File: config.mk
export PLATFORM = sky130hd
export DESIGN_NAME = sram_arbiter
export DESIGN_NICKNAME = d
export VERILOG_FILES = /design/src/rtl/sram_arb_pkg.sv /design/src/rtl/sram_rr_arbiter.sv /design/src/rtl/sram_arbiter.sv
export SDC_FILE = /design/constraint.sdc
export NUM_CORES = 1
export LEC_CHECK = 0
export BUFFER_PORTS_ARGS = -buffer_cell sky130_fd_sc_hd__buf_4
export CORE_MARGIN = 1.5
export CORE_UTILIZATION = 34
export CTS_CLUSTER_SIZE = 20
export DETAILED_ROUTE_END_ITERATION = 7
export PLACE_DENSITY = 0.65
export SYNTH_ARGS = -nofsm -noshare
export SYNTH_HDL_FRONTEND = slang
export SYNTH_SLANG_ARGS = --single-unit
File: constraint.sdc
create_clock -name clk -period 1.6 [get_ports clk]
set_input_delay 0 -clock clk [delete_from_list [all_inputs] [get_ports clk]]
set_output_delay 0 -clock clk [all_outputs]
set_load 0.05 [all_outputs]
File: src/rtl/sram_arb_pkg.sv
// Shared types and constants for the two-requester SRAM arbiter.
package sram_arb_pkg;

    typedef enum logic [1:0] {
        ST_IDLE    = 2'd0,
        ST_ACCESS  = 2'd1,
        ST_RECOVER = 2'd2
    } state_t;

    localparam int REQ_CPU = 0;
    localparam int REQ_DMA = 1;
    localparam int CNT_W   = 4;

endpackage

File: src/rtl/sram_rr_arbiter.sv
// Two-way round-robin arbiter; grant is one-hot and combinational, last_grant is registered.
module sram_rr_arbiter
    import sram_arb_pkg::*;
(
    input  logic       clk,
    input  logic       reset,
    input  logic [1:0] req,
    input  logic       enable,
    output logic [1:0] grant
);

    logic last_grant;

    // On a tie the requester that was not served last wins.
    always_comb begin
        grant = 2'b00;
        if (enable) begin
            if (req == 2'b11) begin
                if (last_grant == 1'(REQ_DMA))
                    grant[REQ_CPU] = 1'b1;
                else
                    grant[REQ_DMA] = 1'b1;
            end else begin
                grant = req;
            end
        end
    end

    always_ff @(posedge clk) begin
        if (reset)
            last_grant <= 1'(REQ_DMA);
        else if (|grant)
            last_grant <= grant[REQ_DMA] ? 1'(REQ_DMA) : 1'(REQ_CPU);
    end

endmodule

File: src/rtl/sram_arbiter.sv
// Arbitrates CPU and DMA masters onto a 2x16-bit async SRAM with programmable strobe timing.
module sram_arbiter
    import sram_arb_pkg::*;
#(
    parameter int WAIT_CYCLES = 2,
    parameter int ADDR_W      = 18
) (
    input  logic              clk,
    input  logic              reset,

    input  logic              cpu_req,
    input  logic              cpu_we,
    input  logic [ADDR_W:0]   cpu_addr,
    input  logic [1:0]        cpu_be,
    input  logic [15:0]       cpu_wdata,
    output logic              cpu_ack,
    output logic [15:0]       cpu_rdata,

    input  logic              dma_req,
    input  logic              dma_we,
    input  logic [ADDR_W:0]   dma_addr,
    input  logic [1:0]        dma_be,
    input  logic [15:0]       dma_wdata,
    output logic              dma_ack,
    output logic [15:0]       dma_rdata,

    output logic [ADDR_W-1:0] ram_addr,
    output logic [31:0]       ram_data_write,
    input  logic [31:0]       ram_data_read,
    output logic              ram_data_is_output,
    output logic [1:0]        ram_ce_n,
    output logic [1:0]        ram_ub_n,
    output logic [1:0]        ram_lb_n,
    output logic [1:0]        ram_we_n,
    output logic [1:0]        ram_oe_n
);

    state_t           state;
    logic [CNT_W-1:0] cnt;
    logic             cur_dma;
    logic             cur_we;
    logic             cur_upper;

    logic [1:0]       grant;
    logic             sel_dma;
    logic             sel_we;
    logic [ADDR_W:0]  sel_addr;
    logic [1:0]       sel_be;
    logic [15:0]      sel_wdata;
    logic [1:0]       sel_mask;
    logic [15:0]      read_half;

    sram_rr_arbiter u_arb (
        .clk    (clk),
        .reset  (reset),
        .req    ({dma_req, cpu_req}),
        .enable (state == ST_IDLE),
        .grant  (grant)
    );

    assign sel_dma   = grant[REQ_DMA];
    assign sel_we    = sel_dma ? dma_we    : cpu_we;
    assign sel_addr  = sel_dma ? dma_addr  : cpu_addr;
    assign sel_be    = sel_dma ? dma_be    : cpu_be;
    assign sel_wdata = sel_dma ? dma_wdata : cpu_wdata;
    // Even word addresses live in chip 1 (upper half, big-endian).
    assign sel_mask  = sel_addr[0] ? 2'b01 : 2'b10;
    assign read_half = cur_upper ? ram_data_read[31:16] : ram_data_read[15:0];

    always_ff @(posedge clk) begin
        if (reset) begin
            state              <= ST_IDLE;
            cnt                <= '0;
            cur_dma            <= 1'b0;
            cur_we             <= 1'b0;
            cur_upper          <= 1'b0;
            ram_addr           <= '0;
            ram_data_write     <= '0;
            ram_data_is_output <= 1'b0;
            ram_ce_n           <= 2'b11;
            ram_ub_n           <= 2'b11;
            ram_lb_n           <= 2'b11;
            ram_we_n           <= 2'b11;
            ram_oe_n           <= 2'b11;
            cpu_ack            <= 1'b0;
            dma_ack            <= 1'b0;
            cpu_rdata          <= '0;
            dma_rdata          <= '0;
        end else begin
            cpu_ack <= 1'b0;
            dma_ack <= 1'b0;
            case (state)
                ST_IDLE: begin
                    if (|grant) begin
                        state          <= ST_ACCESS;
                        cnt            <= CNT_W'(WAIT_CYCLES);
                        cur_dma        <= sel_dma;
                        cur_we         <= sel_we;
                        cur_upper      <= ~sel_addr[0];
                        ram_addr       <= sel_addr[ADDR_W:1];
                        ram_data_write <= {sel_wdata, sel_wdata};
                        ram_ce_n       <= ~sel_mask;
                        if (sel_we) begin
                            ram_ub_n           <= ~(sel_mask & {2{sel_be[1]}});
                            ram_lb_n           <= ~(sel_mask & {2{sel_be[0]}});
                            ram_we_n           <= (sel_be != 2'b00) ? ~sel_mask : 2'b11;
                            ram_oe_n           <= 2'b11;
                            ram_data_is_output <= 1'b1;
                        end else begin
                            ram_ub_n           <= ~sel_mask;
                            ram_lb_n           <= ~sel_mask;
                            ram_we_n           <= 2'b11;
                            ram_oe_n           <= ~sel_mask;
                            ram_data_is_output <= 1'b0;
                        end
                    end
                end
                ST_ACCESS: begin
                    if (cnt == '0) begin
                        state              <= ST_RECOVER;
                        ram_ce_n           <= 2'b11;
                        ram_ub_n           <= 2'b11;
                        ram_lb_n           <= 2'b11;
                        ram_we_n           <= 2'b11;
                        ram_oe_n           <= 2'b11;
                        ram_data_is_output <= 1'b0;
                        if (cur_dma) begin
                            dma_ack <= 1'b1;
                            if (!cur_we)
                                dma_rdata <= read_half;
                        end else begin
                            cpu_ack <= 1'b1;
                            if (!cur_we)
                                cpu_rdata <= read_half;
                        end
                    end else begin
                        cnt <= cnt - 1'b1;
                        // Release we_n one cycle early so address and data are held past its rising edge.
                        if (cnt == CNT_W'(1))
                            ram_we_n <= 2'b11;
                    end
                end
                ST_RECOVER: begin
                    state <= ST_IDLE;
                end
                default: begin
                    state <= ST_IDLE;
                end
            endcase
        end
    end

endmodule

# Word level (Yosys, flattened, before mapping)
# Cells that the tools add are included.
# word_totals
ff_bits	105
in_bits	112
out_inout_bits	95
# classes
n_addsub	1
eq_ne	7
n_mux	41
bitwise	10
reduce_logical	13
# ops
cell	count
$mux W2	19
$mux W16	2
$pmux W2 S2	6
$mux W19	1
$mux W1	9
$reduce_and A3 Y1	3
$mux W4	2
$pmux W4 S2	1
$reduce_and A4 Y1	2
$ne A2 B2 Y1 const B	3
$not A2 Y2	3
$not A1 Y1	5
$and A2 B2 Y2	2
$eq A4 B1 Y1 const B	1
$logic_not A4 Y1	1
$reduce_and A2 Y1	2
$reduce_bool A2 Y1	2
$sub A4 B1 Y4 const B	1
$ne A3 B3 Y1 const B	1
$reduce_or A3 Y1	1
$eq A2 B1 Y1 const B	1
$eq A2 B2 Y1 const B	1
$logic_not A2 Y1	1
$pmux W1 S2	1
$reduce_or A2 Y1	1

# Logic depth before layout (Yosys ltp)
# depth
ltp_word	10
depth_mapped	7

# Cells and area by module
# Synthesis repeated with hierarchy kept, for this count alone.
# unflattened
hier_cells	407
area_unflattened_um2	3931.3
# by_module_without_submodules
module	instances	cells_per_inst	area_per_inst_um2	seq_area_each_um2
sram_arbiter	1	399	3872.5	1761.7
sram_rr_arbiter	1	8	58.8	20.0

# Worst setup path after synthesis
# No wires, ideal clock.
# synth_timing
kind	register to register
startpoint	register cnt[0]
endpoint	register cpu_rdata[14]
t_arrival_ps	1627
required_ps	1514
setup_slack_ps	-113
path_stages_with_launch	8
path_buffers	1
synth_period_minus_slack_ps	1713
cell_sequence	dfxtp_1 > inv_1 > ha_1 > or3b_4 > nor4_4 > buf_6 > nor2_1 > a211oi_1
# synth_via
elab_chain_len	2
# synth_lines
item	line	text
from (decl)	sram_arbiter.sv:39	logic [CNT_W-1:0] cnt;
from (signal assigned)	sram_arbiter.sv:96	cnt <= CNT_W'(WAIT_CYCLES);
from (signal assigned)	sram_arbiter.sv:137	cnt <= cnt - 1'b1;
$logic_not A4 Y1	sram_arbiter.sv:119	if (cnt == '0) begin
$reduce_and A4 Y1 (no source line)	n/a	
to (signal assigned)	sram_arbiter.sv:134	cpu_rdata <= read_half;
to (decl)	sram_arbiter.sv:17	output logic [15:0] cpu_rdata,
# No other way between the ends.
# A chain may end at the register's enable or synchronous reset.

# Worst setup path in the final report
# layout_timing
startpoint	register cnt[0]
endpoint	register cpu_rdata[0]
# The elaborated chain is that of the path after synthesis.

==> flow_summary_export.csv <==
group,metric,value,unit
sta,min_period,1.73,ns
global_routing,grt_max_degree,55,
clocking,clk_pin_slew,0.07,ns
pwr,comb_power_share,43.5,%
logic_synthesis,yosysTopAreaCell,"dfxtp_1",
logic_synthesis,ys_ff_latch,89,
hold_path,hold_class,"primary input to flip-flop",
sta,finalWorstSetupSlack,-0.132,ns
route,drt_iter0_markers,127,
floorplan,die-area,0.0124,mm²
run,cap_viol_max_count,0,
logic_synthesis,synth_top_area_share,44.5,%
clocking,numClockSinks,89,
route,drcViolationCount,0,
floorplan,std_cell_rows,39,
logic_synthesis,yosys.cell_types.count,46,
logic_synthesis,synth_top_family_by_area,"compound AO/OA/AOI/OAI gates",
global_routing,antenna_found_initial,0,
pwr,p_sw,0.00345,W
logic_synthesis,syn_inst,420,
setup_path,endpoint_kind,"flip-flop",
global_routing,grt_first_pass_wirelength,18400,µm
route,first_pass_iters,4,
hold_path,hold_end,"u_arb.last_grant$_SDFFE_PP1P_",
clocking,clk_latency,0.34,ns
sta,tightest_slew,0.393,ns
layout,finalNetCount,747,
floorplan,initial_core_util,34.9,%
floorplan,die_h,111,µm
setup_path,required,1.81,ns
global_routing,grt.total_usage,18.1,%
route,route.antenna.remaining_nets,0,
logic_synthesis,synth-compound-area-share,19.5,%
route,viasPerCell,4.97,
logic_synthesis,syn-cell-area,0.00400,mm²
logic_synthesis,ys_seq_area_share,44.5,%
placement,port_buffers,206,
layout,drive_above_1_share,48.5,%
pwr,peakVddDrop,0.612,mV
setup_path,critical_path.startpoint,"cnt[0]$_SDFFE_PP0P_",
layout,area_delta_synth_final,58.8,%
logic_synthesis,avgSynthCellArea,9.52,µm²
logic_synthesis,synth_flop_cell,"dfxtp_1",
logic_synthesis,synth_xor_area_share,0,%
sta,period_share,108,%
global_routing,gr-total-overflow,0,
clocking,cts_tree,"built",
placement,place_hpwl,8650,µm
sta,grt_setup_unrepaired,"yes",
sta,drv_slew,0,
clocking,htreeDepth,3,
sta,setup_viol,35,
layout,final_common_cell,"buf_4",
route,wl_per_cell,15.5,µm
route,wirelength,12100,µm
setup_path,worst-setup-path-type,"flip-flop to flip-flop",
layout,most-common-layout-cells,"buf_4, dfxtp_1, nor2_1",
pwr,p_sw_share,40.7,%
route,num_vias,3879,
logic_synthesis,ys_async_sr_fraction,0,%
run_status,status,"complete, but fails checks",
placement,gp_congestion,0.818,
floorplan,design.core.area,0.0115,mm²
sta,fin_setup_tns,-3.88,ns
setup_path,start_kind,"flip-flop",
setup_path,path_max_fanout,8,
run_status,violations,"setup timing",
layout,n_antenna_cell,0,
floorplan,die_w,111,µm
floorplan,io_pins,207,
logic_synthesis,synth_edf_count,0,
pwr,seq_power_share,32.6,%
global_routing,first_global_vias,3761,
setup_path,r2r_cells,8,
sta,fmax,0.577,GHz
sta,fin_skew,0.00969,ns
pwr,p_int,0.00503,W
hold_path,timing.hold.worst_path_depth,3,
pwr,p_total,0.00848,W
sta,maxSlewHeadroom,73.5,%
logic_synthesis,synth_fa_ha_area_share,0.938,%
pwr,clkPwrFrac,23.9,%
logic_synthesis,yosys-mux-area-fraction,14.0,%
logic_synthesis,syn-num-nets,535,
clocking,numCtsBuffers,9,
clocking,clockRootBuffer,"clkbuf_16",
logic_synthesis,ys_warn_count,0,
logic_synthesis,synth-simple-area-share,12.9,%
setup_path,reg2reg_slack,-0.13,ns
clocking,postCtsHoldBufs,0,
sta,hold_viol_final,0,
clocking,clockBufferDepth,2,
setup_path,regToRegStartpoint,"cnt[0]$_SDFFE_PP0P_",
hold_path,hp-start,"dma_req",
setup_path,worstPathArrival,1.94,ns
pwr,p_leak,2.95,nW
setup_path,worst_r2r_endpoint,"cpu_rdata[0]$_SDFFE_PP0P_",
logic_synthesis,synthTopCellsByArea,"dfxtp_1, mux2i_1, a211oi_1",
pwr,powerDensity,1340,mW/mm²
per-layer routing:
metal / track usage, % / share of wire, % / vias up
li1: - / - / 1922
met3: 4.08 / 5.4 / 18
met5: 0 / 0 / -
met4: 7.34 / 2.6 / 0
met2: 32.4 / 51 / 122
met1: 20.8 / 41 / 1817
worst max-delay path, stage by stage, from the launching register on:
cell	delay, ns
dfxtp_2	0.33
inv_2	0.07
ha_4	0.13
or3b_4	0.43
nor4_4	0.16
buf_6	0.17
buf_4	0.13
buf_16	0.12
a211oi_1	0.07
logic make-up after synthesis:
family / after synthesis
DFF: 89
muxes: 56
buffers and inverters: 58
and+or+nand+nor: 111
adders and majority gates: 3
AOI/OAI and AO/OA: 103
worst max-delay path by stage:
stage,end,cells after the start
2_1_floorplan,cpu_rdata[14]$_SDFFE_PP0P_,7
3_3_place_gp,dma_rdata[14]$_SDFFE_PP0P_,7
3_5_place_dp,dma_rdata[14]$_SDFFE_PP0P_,7
4_1_cts,dma_rdata[14]$_SDFFE_PP0P_,7
5_1_grt,cpu_rdata[15]$_SDFFE_PP0P_,8
6_report,cpu_rdata[0]$_SDFFE_PP0P_,8
registers in the layout, summed over array words and instances (netlist names), 4 cells and up:
signal and cells:
dma_rdata 16, cpu_rdata 16, ram_addr 18, ram_data_write 16, cnt 4
power groups by stage:
stage          clock [W]  combinational (W)  sequential (W)
2_1_floorplan          0            0.00141         0.00371
3_3_place_gp           0            0.00337         0.00278
3_5_place_dp           0            0.00341         0.00279
4_1_cts          0.00208            0.00351         0.00275
5_1_grt          0.00220            0.00390         0.00280
6_report         0.00203            0.00369         0.00276
timing repair:
action                                  in CTS  in global routing
pin swaps                                    1                 12
buffers inserted                             6                  3
endpoints found under the setup margin      38                 78
cloned                                       2                  4
resized for setup                            5                 32
layout make-up:
class / count / area [µm²]
fill: 1020 / 5110
multi-input combinational: 273 / 2040
timing repair buffer: 249 / 2030
sequential: 89 / 1780
clock buffer: 10 / 229
tap: 143 / 179
clock inverter: 6 / 56.3
inverter: 10 / 37.5
stage by stage:
step,hold WS [ns],utilization [%],cell area (µm²),worst slack (ns),cells
after floorplan,0.195,-,4010,-0.0736,420
after global placement,0.356,50.0,5730,-0.0512,749
after detailed placement,0.367,50.0,5730,-0.136,749
after CTS,0.00437,53.4,6120,-0.152,773
after global routing,0.0186,55.4,6350,-0.203,780
final,0.00480,55.4,6350,-0.132,780
synthesized netlist by cell type, drive strengths merged, types with 2 or more instances:
cell type and n:
ha 3, a31o 3, o21a 2, a21oi 6, nor2 77, clkbuf 13
a211o 2, nand2 7, mux2i 55, o2111ai 2, nor3 6, a2bb2oi 3
nand3 3, nand2b 2, inv 10, o21ai 8, or3 3, nor4 4
or2 2, nor3b 3, dfxtp 89, a211oi 67, buf 35
No activity file was read; power rests on OpenSTA's default activity.
